$ cat src/rtl/cla_pipe_add32.sv
// ---------------------------------------------------------------------------
// cla_pipe_add32 -- two-stage pipelined 32-bit adder built from two 16-bit
// carry-lookahead slices, behind a valid/ready stream interface.
//
//   Stage 1 : low halves added by one CLA slice. The low sum and the carry
//             out of bit 15 (c16) are registered. The high operand halves
//             and the tag are registered alongside them.
//   Stage 2 : high halves added by the second slice using the registered
//             c16. The result is written to the output register.
//
// Ports
//   clk        clock; all state updates on the rising edge
//   rst        asynchronous, active-high reset
//   in_valid   upstream offers an operation
//   in_ready   block accepts the operation this cycle
//   in_a/in_b  2*HALF-bit operands
//   in_ci      carry into bit 0
//   in_tag     TAGW-bit sideband tag, returned unchanged
//   out_valid  result available
//   out_ready  downstream accepts the result
//   out_sum    (A+B+ci) mod 2^(2*HALF)
//   out_co     carry out of the top bit
//   out_ovf    signed overflow (carry into top bit XOR carry out of it)
//   out_tag    tag of this result
//
// HALF must be 16. Other values are not supported.
// ---------------------------------------------------------------------------

// One carry-lookahead slice: 4-bit groups with group generate/propagate and
// a second lookahead level across the groups. W must be a multiple of 4.
module cla_slice #(
  parameter int W = 16
) (
  input  logic [W-1:0] a,
  input  logic [W-1:0] b,
  input  logic         ci,
  output logic [W-1:0] sum,
  output logic         co
);

  localparam int NG = W / 4;

  always_comb begin
    logic [W-1:0]  g;
    logic [W-1:0]  p;
    logic [W:0]    c;
    logic [NG-1:0] gg;
    logic [NG-1:0] gp;
    logic [NG:0]   cg;

    // NOTE: every combinational variable gets a value on entry, so no path
    // through the block can leave one unassigned and infer a latch.
    g   = a & b;
    p   = a ^ b;
    c   = '0;
    gg  = '0;
    gp  = '1;
    cg  = '0;
    sum = '0;
    co  = 1'b0;

    // Group generate/propagate for each 4-bit group.
    for (int k = 0; k < NG; k++) begin
      for (int j = 0; j < 4; j++) begin
        gg[k] = g[4*k+j] | (p[4*k+j] & gg[k]);
        gp[k] = gp[k] & p[4*k+j];
      end
    end

    // Second level: carry into each group, from group terms only.
    cg[0] = ci;
    for (int k = 0; k < NG; k++) begin
      cg[k+1] = gg[k] | (gp[k] & cg[k]);
    end

    // Carries inside each group start from that group's lookahead carry.
    for (int k = 0; k < NG; k++) begin
      c[4*k] = cg[k];
      for (int j = 0; j < 3; j++) begin
        c[4*k+j+1] = g[4*k+j] | (p[4*k+j] & c[4*k+j]);
      end
    end
    c[W] = cg[NG];

    sum = p ^ c[W-1:0];
    co  = c[W];
  end

endmodule

module cla_pipe_add32 #(
  parameter int HALF = 16,
  parameter int TAGW = 4
) (
  input  logic              clk,
  input  logic              rst,
  input  logic              in_valid,
  output logic              in_ready,
  input  logic [2*HALF-1:0] in_a,
  input  logic [2*HALF-1:0] in_b,
  input  logic              in_ci,
  input  logic [TAGW-1:0]   in_tag,
  output logic              out_valid,
  input  logic              out_ready,
  output logic [2*HALF-1:0] out_sum,
  output logic              out_co,
  output logic              out_ovf,
  output logic [TAGW-1:0]   out_tag
);

  // Stage 1 registers.
  logic            s1_valid;
  logic [HALF-1:0] s1_lo_sum;
  logic            s1_c16;
  logic [HALF-1:0] s1_a_hi;
  logic [HALF-1:0] s1_b_hi;
  logic [TAGW-1:0] s1_tag;

  // Slice results.
  logic [HALF-1:0] lo_sum;
  logic            lo_co;
  logic [HALF-1:0] hi_sum;
  logic            hi_co;
  logic            c_top_in;

  // Handshake terms.
  logic s2_take;
  logic in_fire;
  logic s1_fire;

  cla_slice #(.W(HALF)) u_lo (
    .a   (in_a[HALF-1:0]),
    .b   (in_b[HALF-1:0]),
    .ci  (in_ci),
    .sum (lo_sum),
    .co  (lo_co)
  );

  cla_slice #(.W(HALF)) u_hi (
    .a   (s1_a_hi),
    .b   (s1_b_hi),
    .ci  (s1_c16),
    .sum (hi_sum),
    .co  (hi_co)
  );

  // Carry into the top bit, recovered from the top sum bit:
  // sum = a ^ b ^ cin, so cin = a ^ b ^ sum.
  assign c_top_in = s1_a_hi[HALF-1] ^ s1_b_hi[HALF-1] ^ hi_sum[HALF-1];

  // The output register can take a new result when empty or draining.
  assign s2_take  = !out_valid || out_ready;
  // Stage 1 can take an operation when empty or moving forward this edge.
  // This depends combinationally on out_ready only, never on in_valid.
  assign in_ready = !s1_valid || s2_take;
  assign in_fire  = in_valid && in_ready;
  assign s1_fire  = s1_valid && s2_take;

  // NOTE: all sequential state uses non-blocking assignments, so each edge
  // sees the pre-edge values of the other registers regardless of order.
  // Data registers are reset too, so outputs are clean from reset.
  always_ff @(posedge clk or posedge rst) begin
    if (rst) begin
      s1_valid  <= 1'b0;
      s1_lo_sum <= '0;
      s1_c16    <= 1'b0;
      s1_a_hi   <= '0;
      s1_b_hi   <= '0;
      s1_tag    <= '0;
    end else begin
      s1_valid <= in_fire || (s1_valid && !s2_take);
      if (in_fire) begin
        s1_lo_sum <= lo_sum;
        s1_c16    <= lo_co;
        s1_a_hi   <= in_a[2*HALF-1:HALF];
        s1_b_hi   <= in_b[2*HALF-1:HALF];
        s1_tag    <= in_tag;
      end
    end
  end

  always_ff @(posedge clk or posedge rst) begin
    if (rst) begin
      out_valid <= 1'b0;
      out_sum   <= '0;
      out_co    <= 1'b0;
      out_ovf   <= 1'b0;
      out_tag   <= '0;
    end else begin
      out_valid <= s1_fire || (out_valid && !out_ready);
      // Fields load only when a new result moves in, so they hold while
      // stalled and while idle.
      if (s1_fire) begin
        out_sum <= {hi_sum, s1_lo_sum};
        out_co  <= hi_co;
        out_ovf <= c_top_in ^ hi_co;
        out_tag <= s1_tag;
      end
    end
  end

endmodule

$ cat config.mk
export PLATFORM = sky130hd
export DESIGN_NAME = cla_pipe_add32
export DESIGN_NICKNAME = d
export VERILOG_FILES = /design/src/rtl/cla_pipe_add32.sv
export SDC_FILE = /design/constraint.sdc
export NUM_CORES = 1
export LEC_CHECK = 0
export ABC_AREA = 1
export BUFFER_PORTS_ARGS = -buffer_cell sky130_fd_sc_hd__buf_4
export CAP_MARGIN = 20
export CORE_ASPECT_RATIO = 0.9
export CORE_MARGIN = 4
export CORE_UTILIZATION = 40
export DETAILED_ROUTE_END_ITERATION = 6
export SLEW_MARGIN = 10
export SYNTH_ARGS = -nofsm -noshare
export SYNTH_HDL_FRONTEND = slang
export SYNTH_HIERARCHICAL = 1
export SYNTH_SLANG_ARGS = --single-unit
$ cat constraint.sdc
create_clock -name clk -period 9.1 [get_ports clk]
set_input_delay 0.91 -clock clk [delete_from_list [all_inputs] [get_ports clk]]
set_output_delay 0.91 -clock clk [all_outputs]
set_load 0.03 [all_outputs]
Word level (Yosys, flattened, before mapping)

Index checks and enable logic that the tools add are counted.

Register bits after elaboration: 93
Input port bits: 73
Output and inout bits: 40
Logic and storage cells: 168

Bitwise gates (word level): 145
Reductions and logical operators: 12

Operators with widths:

| kind                | number |
|---|---|
| $and A1 B1 Y1       | 80 |
| $xor A16 B16 Y16    | 4 |
| $or A1 B1 Y1        | 56 |
| $and A16 B16 Y16    | 2 |
| $logic_and A1 B1 Y1 | 4 |
| $logic_not A1 Y1    | 4 |
| $logic_or A1 B1 Y1  | 4 |
| $xor A1 B1 Y1       | 3 |

Logic depth before layout (Yosys ltp)

Gate-level depths: netlist of run 1.

Depth after elaboration: 21
Depth in mapped cells: 19
Depth with buffers taken out: 19

By module

Netlist of run 1, hierarchy kept.

Modules (own cells, without submodules):

| module           | times used | cells an instance | area an instance (um2) | sequential area each (um2) |
|---|---|---|---|---|
| cla_pipe_add32   | 1          | 394               | 3594.7                 | 2327.2 |
| cla_slice (u_hi) | 1          | 74                | 680.7                  | 0.0 |
| cla_slice (u_lo) | 1          | 76                | 669.4                  | 0.0 |

Least setup slack after synthesis of run 1

OpenSTA, ideal clock, no wires.

Kind: input-to-reg
From: input in_a[3]
To: register s1_lo_sum[15]
Setup time: 0.121 ns
Arrival: 3.136 ns
Required time: 8.979 ns
Slack: 5.843 ns
Stages: 15
Buffers on the path: 0
Cell sequence: ha_1 nand3_1 nor2_1 nor2_1 nand2_2 nand2_2 nand2_2 nand2_2 nand2_2 fa_1 fa_1 fa_1 xor2_1 nor2_1 a21oi_1

Cells in the longest elaborated chain, start to end: 15
Elaborated cells between the ends (all ways): 18
Classes of those cells: bitwise (18)

Ends and longest elaborated chain:

| item                                          | line   | text |
|---|---|---|
| start: declaration                            | 99     | `input logic [2*HALF-1:0] in_a,` |
| $xor A16 B16 Y16                              | 54     | `p = a ^ b;` |
| $and A1 B1 Y1, on equally long branches       | 65, 66 |  |
| $or A1 B1 Y1 or $and A1 B1 Y1 (tied branches) | 65, 73 |  |
| $or A1 B1 Y1 (*)                              | 73     | `cg[k+1] = gg[k] \| (gp[k] & cg[k]);` |
| $and A1 B1 Y1 (*)                             | 73     |  |
| $or A1 B1 Y1 (*)                              | 73     |  |
| $and A1 B1 Y1 (*)                             | 73     |  |
| $or A1 B1 Y1 (*)                              | 73     |  |
| $and A1 B1 Y1 (*)                             | 80     | `c[4*k+j+1] = g[4*k+j] \| (p[4*k+j] & c[4*k+j]);` |
| $or A1 B1 Y1 (*)                              | 80     |  |
| $and A1 B1 Y1 (*)                             | 80     |  |
| $or A1 B1 Y1 (*)                              | 80     |  |
| $and A1 B1 Y1 (*)                             | 80     |  |
| $or A1 B1 Y1 (*)                              | 80     |  |
| $xor A16 B16 Y16 (*)                          | 85     | `sum = p ^ c[W-1:0];` |
| named net lo_sum[15]                          | 120    | `logic [HALF-1:0] lo_sum;` |
| end signal: assignment                        | 173    | `s1_lo_sum <= lo_sum;` |
| end: declaration                              | 113    | `logic [HALF-1:0] s1_lo_sum;` |

Mark *: on every way through the listed nets, which the timed path passes. The rest lies on a longest branch.
A chain may end at the register's enable or synchronous reset.

Worst setup path in the final report of run 1

From: register s1_a_hi[3]
To: register out_ovf

Cells in the longest elaborated chain, start to end: 17
Elaborated cells between the ends (all ways): 22
Classes of those cells: bitwise (22)

Ends and longest elaborated chain:

| item                                          | line   | text |
|---|---|---|
| start: declaration                            | 115    | `logic [HALF-1:0] s1_a_hi;` |
| start signal: assignment                      | 175    | `s1_a_hi <= in_a[2*HALF-1:HALF];` |
| $xor A16 B16 Y16                              | 54     |  |
| $and A1 B1 Y1, on equally long branches       | 65, 66 |  |
| $or A1 B1 Y1 or $and A1 B1 Y1 (tied branches) | 65, 73 |  |
| $or A1 B1 Y1 (*)                              | 73     |  |
| $and A1 B1 Y1 (*)                             | 73     |  |
| $or A1 B1 Y1 (*)                              | 73     |  |
| $and A1 B1 Y1 (*)                             | 73     |  |
| $or A1 B1 Y1 (*)                              | 73     |  |
| [... 2 more ...]                              | --     |  |
| $and A1 B1 Y1 (*)                             | 80     |  |
| $or A1 B1 Y1 (*)                              | 80     |  |
| $and A1 B1 Y1 (*)                             | 80     |  |
| $or A1 B1 Y1 (*)                              | 80     |  |
| $xor A16 B16 Y16 (*)                          | 85     |  |
| named net hi_sum[15]                          | 122    | `logic [HALF-1:0] hi_sum;` |
| $xor A1 B1 Y1 (*)                             | 149    | `assign c_top_in = s1_a_hi[HALF-1] ^ s1_b_hi[HALF-1] ^ hi_sum[HALF-1];` |
| $xor A1 B1 Y1 (*)                             | 196    | `out_ovf <= c_top_in ^ hi_co;` |
| end signal: assignment                        | 196    |  |
| end: declaration                              | 107    | `output logic out_ovf,` |

Marks and branches as above.

==> out/qor.yml, run 1 <==
detailed_routing:
  drc: 0
  num_vias: 3764
  drt_iter0_drc: 199
  drtAntennaViolNets: 0
  drt-total-wl_um: 10650
  first_pass_iters: 4
  routed_via_density: 4.630
  wl_per_cell_um: 13.10
synthesis:
  synth_seq_cells: 93
  syn_nets: 673
  synth_area_um2: 4945
  synth.distinct_cells: 22
  yosys_warnings: 6
  seq_area_frac_synth_pct: 47.06
  syn_avg_cell_area_um2: 9.090
  netlist_instances: 544
clock_network:
  cts-root-buf: "clkbuf_16"
  insertion_delay_ps: 340
  hold_buffers: 0
  post-cts-setup-buffers: 0
  cts_htree_levels: 3
  cts_tree: "yes"
  clock_path_buffers: 2
  cts_resized: 0
  clk_pin_slew_ps: 70
  cts.sinks: 93
  cts_made_buffers: 9
global_routing:
  grt_pass1_vias: 3876
  grt_max_degree: 61
  antenna_found_initial: 0
  grt.total_usage_pct: 15.62
  grt_pass1_wl_um: 18200
  overflow: 0
worst_setup_path:
  arrival_ps: 3530
  cp-end-kind: "flop"
  crit_path_start_kind: "flop"
  rr_worst_depth: 17
  r2r_setup_slack_ps: 5850
  worstReg2RegStart: "s1_a_hi[3]$_DFFE_PP0P_"
  startpoint: "s1_a_hi[3]$_DFFE_PP0P_"
  path_max_fanout: 3
  cp_data_required_time_ps: 9380
  worst-setup-path-type: "reg2reg"
  worstSetupEndpoint: "out_ovf$_DFFE_PP0P_"
  r2r_end: "out_ovf$_DFFE_PP0P_"
floorplan:
  io_pins: 113
  core_area_um2: 12080
  die_area_um2: 14210
  dieWidth_um: 125.2
  rows: 38
  dieHeight_um: 113.5
  start_util_pct: 40.94
timing:
  grt_setup_unrepaired: "false"
  fin_setup_tns_ps: 0
  drv_slew: 0
  clock.fmax_ghz: 0.3075
  layout_worst_path_cycle_share_pct: 35.74
  skew_ps: 6.294
  max_slew_margin_pct: 50.20
  max_slew.worst_pin.slew_ps: 746.2
  final_hold_viol_count: 0
  finalSetupViolCount: 0
  fin_crit_ps: 3252
layout:
  area_growth_pct: 25.10
  n_antenna_cell: 0
  drive_above_1_share_pct: 23.43
  layout.nets: 777
  fillerInstances: 1171
pwr:
  ir_drop_mv: 0.09366
  p_leak_nw: 3.317
  power_density_nw_per_um2: 226.6
  power_mw: 1.401
min_path:
  holdPathStages: 2
  hp-class: "reg2reg"
job:
  cap_viol_max_count: 0
placement:
  port_buffers: 112
  place.gp.congestion: 0.8155
  hpwl_um: 7936
run_status:
  status: "finished, final reports clean"
==> worst min-delay path by stage <==
stage                                startpoint                      to  slack, ps
after floorplan              s1_c16$_DFFE_PP0P_      s1_c16$_DFFE_PP0P_        440
after global placement    s1_tag[3]$_DFFE_PP0P_   s1_tag[3]$_DFFE_PP0P_        450
after detailed placement     s1_c16$_DFFE_PP0P_      s1_c16$_DFFE_PP0P_        460
after CTS                    s1_c16$_DFFE_PP0P_      s1_c16$_DFFE_PP0P_        480
after global routing         s1_c16$_DFFE_PP0P_      s1_c16$_DFFE_PP0P_        500
final                     s1_tag[3]$_DFFE_PP0P_  out_tag[3]$_DFFE_PP0P_        480
==> through the flow <==
stage	cells	setup slack (ps)	utilization (%)	hold WS (ps)	cell area (µm²)
after floorplan	544	5770	-	441.9	4945
after global placement	796	5576	48.76	454.3	5888
after detailed placement	796	5512	48.76	458.5	5888
after CTS	812	5853	51.06	475.1	6166
after global routing	813	5630	51.22	495.2	6186
final	813	5848	51.22	476.1	6186
==> synthesized netlist by cell type (all sizes together) <==
library cell | instances | share of area [%]
nand2 | 191 | 15
dfrtp | 93 | 47
inv | 44 | 3.3
nand3 | 41 | 4.4
a21oi | 34 | 3.4
ha | 32 | 8.1
nor2 | 32 | 2.7
fa | 24 | 9.7
o21ai | 21 | 2.1
buf | 14 | 1.8
clkbuf | 8 | 0.61
xor2 | 8 | 1.4
o21a | 2 | 0.33
==> per-layer routing <==
| metal | vias to the layer above | global-route usage (%) | wire [µm] |
|---|---|---|---|
| met3 | 9 | 2.715 | 386 |
| li1 | 1925 | - | - |
| met2 | 68 | 26.62 | 5295 |
| met1 | 1762 | 20.04 | 4821 |
| met5 | - | 0 | 0 |
| met4 | 0 | 6.069 | 146 |
==> flip-flops by register name, summed over array words and instances (netlist names), 4 cells and up <==
| name | cells |
|---|---|
| out_sum | 32 |
| s1_a_hi | 16 |
| s1_b_hi | 16 |
| s1_lo_sum | 16 |
| out_tag | 4 |
| s1_tag | 4 |
==> kinds of logic after synthesis <==
kind of cell	synth area share, %
AND/OR/NAND/NOR	22.04
flip-flops	47.06
buffers and inverters	5.769
AO/OA/AOI/OAI	5.896
adder cells (fa/ha/maj)	17.81
XOR/XNOR	1.417
==> report_power, final <==
group	switching (mW)	internal, mW
sequential	0.0584	0.506
combinational	0.299	0.191
clock	0.155	0.192
total	0.513	0.889
==> worst max-delay path, stage by stage, from the launching register on <==
cell	delay (ps)
dfrtp_1	380
ha_1	340
a21oi_1	190
nand3_2	130
nand2_2	80
nand2_2	80
nand2_2	70
nand2_2	60
fa_1	400
fa_1	420
fa_1	390
xor2_1	230
inv_1	110
nand2_1	70
nand2_1	50
nand2_1	60
nand3_1	70
nand2_1	60
==> area by class of cell <==
type	instances	area, µm²	share of cell area [%]
flip-flops and latches	93	2327	37.62
multi-input cells	385	2337	37.78
inverters	44	167.7	2.710
well taps	160	200.2	3.236
clock inverters	6	38.79	0.6270
clock buffers	10	239.0	3.863
repair buffers	115	875.8	14.16
==> placed cells by master, fill, tap and decap left out, types with 3 or more instances in the layout <==
cell         n
nand3_1     39
nand2_2     12
dfrtp_1     93
clkinv_2     3
buf_4      114
nor2_1      29
inv_2        3
fa_1        24
a21oi_1     34
ha_1        32
inv_1       40
nand2_1    179
o21ai_0     21
clkbuf_16    9
xor2_1       8
(Power assumes the default switching activity.)
==> inputs of run 2 (changes only) <==
==> constraint.sdc (replaced) <==
create_clock -name clk -period 3.2 [get_ports clk]
set_input_delay 0.32 -clock clk [delete_from_list [all_inputs] [get_ports clk]]
set_output_delay 0.32 -clock clk [all_outputs]
set_load 0.03 [all_outputs]
==> out/qor.yml, run 2 (synthesis gave the netlist of run 1 again) <==
global_routing:
  grt_pass1_vias: 3797  # -2.0%
  overflow: 0  # unchanged
  gr-max-usage-layer: "met2"
  grt.total_usage_pct: 15.60  # -0.017 points
  grt_pass1_wl_um: 18060  # -0.76%
  globalRouteMet2Util_pct: 25.47  # -1.1 points
  antenna_found_initial: 0  # unchanged
  grt_max_degree: 89  # +46%
  grtUsageMet1_pct: 21.07  # +1.0 points
  grtUsageMet3_pct: 3.230  # +0.51 points
layout:
  area_growth_pct: 26.82
  fillerInstances: 1192  # +1.8%
  layout_commonest_cell: "nand2_1"
  layout.nets: 780  # +0.39%
  drive_above_1_share_pct: 25.15  # +1.7 points
  top_register: "out_sum"
  final_cell_mix: "nand2_1, buf_4, dfrtp_1"
  largest_reg_flops: 32  # unchanged
  utilization_pct: 51.93  # +0.70 points
  n_antenna_cell: 0  # unchanged
  stdcell_count: 816  # +0.37%
worst_setup_path:
  cp_data_required_time_ps: 3430  # -5950 ps
  arrival_ps: 3230  # -300 ps
  worst-setup-path-type: "reg2reg"
  path_max_fanout: 3  # unchanged
  cp-end-kind: "flop"
  crit_path_start_kind: "flop"
detailed_routing:
  wl_per_cell_um: 13.13  # +0.20%
  drt-total-wl_um: 10710  # +0.57%
  routed_via_density: 4.630  # about the same
  num_vias: 3778  # +0.37%
  drtAntennaViolNets: 0  # unchanged
  drc: 0  # unchanged
  first_pass_iters: 4  # unchanged
  drt_iter0_drc: 186  # -6.5%
timing:
  fin_setup_tns_ps: 0  # unchanged
  drv_slew: 0  # unchanged
  whs_ps: -19.43  # -495.5 ps
  fin_crit_ps: 3007  # -245.4 ps
  clock.fmax_ghz: 0.3326  # +8.2%
  fin_ws_ps: 193.3  # -5655 ps
  max_slew_margin_pct: 63.32  # +13 points
  layout_worst_path_cycle_share_pct: 93.96  # +58 points
  finalSetupViolCount: 0  # unchanged
  grt_setup_unrepaired: "false"
  final_hold_viol_count: 29  # +29
  max_slew.worst_pin.slew_ps: 548.2  # -197.9 ps
  skew_ps: 5.443  # -0.8515 ps
pwr:
  power_density_nw_per_um2: 641.6  # +180%
  power_frac_seq_pct: 40.1  # -0.2 points
  ir_drop_mv: 0.2608  # +180%
  p_leak_nw: 3.334  # +0.51%
  switching_share_pct: 36.22  # -0.36 points
  p_clk_share_pct: 24.8  # about the same
  comb_power_share_pct: 35.1  # about the same
  p_sw_mw: 1.457  # +180%
  intPower_mw: 2.567  # +190%
clock_network:
  clk_pin_slew_ps: 60  # about the same
  cts_made_buffers: 9  # unchanged
  clock_path_buffers: 2  # unchanged
  insertion_delay_ps: 340  # about the same
  cts_htree_levels: 3  # unchanged
  cts-root-buf: "clkbuf_16"
  cts.sinks: 93  # unchanged
  cts_tree: "yes"
floorplan:
  io_pins: 113  # unchanged
  die_area_um2: 14210  # unchanged
  dieWidth_um: 125.2  # unchanged
  start_util_pct: 40.94  # unchanged
  core_area_um2: 12080  # unchanged
  rows: 38  # unchanged
  dieHeight_um: 113.5  # unchanged
placement:
  hpwl_um: 7916  # -0.25%
  place_ws_ps: 67.96  # -5444 ps
  port_buffers: 112  # unchanged
  dp_cells: 798  # +0.25%
  place.gp.congestion: 0.8220  # +0.80%
run_status:
  violations: "negative hold slack"
  status: "finished with violations"
job:
  cap_viol_max_count: 0  # unchanged
min_path:
  hp-class: "in2async"
## run 2: worst paths after layout
check	start	to	slack, ps	cells past startpoint
worst max register to register	s1_a_hi[3]$_DFFE_PP0P_	out_ovf$_DFFE_PP0P_	190	17
worst min register to register	s1_tag[3]$_DFFE_PP0P_	out_tag[3]$_DFFE_PP0P_	470	2
max in group asynchronous	rst	out_sum[23]$_DFFE_PP0P_	2460	4
worst max-delay path	s1_a_hi[3]$_DFFE_PP0P_	out_ovf$_DFFE_PP0P_	190	17
min in group clk	in_b[20]	s1_b_hi[4]$_DFFE_PP0P_	210	3
worst min-delay path	rst	out_tag[1]$_DFFE_PP0P_	-20	2
## run 2: stage by stage
stage / cell area [µm²] / power [mW]
6_report: 6271 / 4.024
2_1_floorplan: 4945 / 2.515
3_5_place_dp: 5903 / 3.042
3_3_place_gp: 5903 / 3.006
4_1_cts: 6182 / 4.051
5_1_grt: 6271 / 4.313
## run 2: area by class of cell
class                           count  area, µm²  area share [%]
Multi-Input combinational cell    385       2390           38.11
Sequential cell                    93       2328           37.13
Timing Repair Buffer              118      905.9           14.45
Clock buffer                       12      256.5           4.090
Tap cell                          160      200.2           3.192
Inverter                           44      167.7           2.674
Clock inverter                      4      22.52          0.3591
## run 2: worst max-delay path, cell delays in order (launching register included)
cell	delay (ps)
dfrtp_1	420
ha_4	260
a21oi_1	220
nand3_4	110
nand2_2	70
nand2_2	80
nand2_2	70
nand2_2	60
fa_2	370
fa_2	370
fa_2	380
xor2_2	170
inv_2	70
nand2_1	40
nand2_1	50
nand2_1	50
nand3_1	70
nand2_1	50
## run 2: power groups by stage
stage,Clock [mW],Combinational [mW],Sequential (mW)
6_report,0.996,1.41,1.61
5_1_grt,1.08,1.58,1.65
4_1_cts,1.02,1.41,1.62
3_5_place_dp,0,1.41,1.63
3_3_place_gp,0,1.38,1.62
2_1_floorplan,0,0.602,1.91
## run 2: per-layer routing
layer	vias to the layer above	part of all wire (%)
met5	-	0
met4	0	1.7
met3	12	3.8
met2	63	49
met1	1778	45
li1	1925	-
## run 2: what timing repair did
item,4_1_cts,5_1_grt
setup endpoints to repair,0,2
hold buffers,0,0
resized for setup,0,11
buffers inserted,0,1
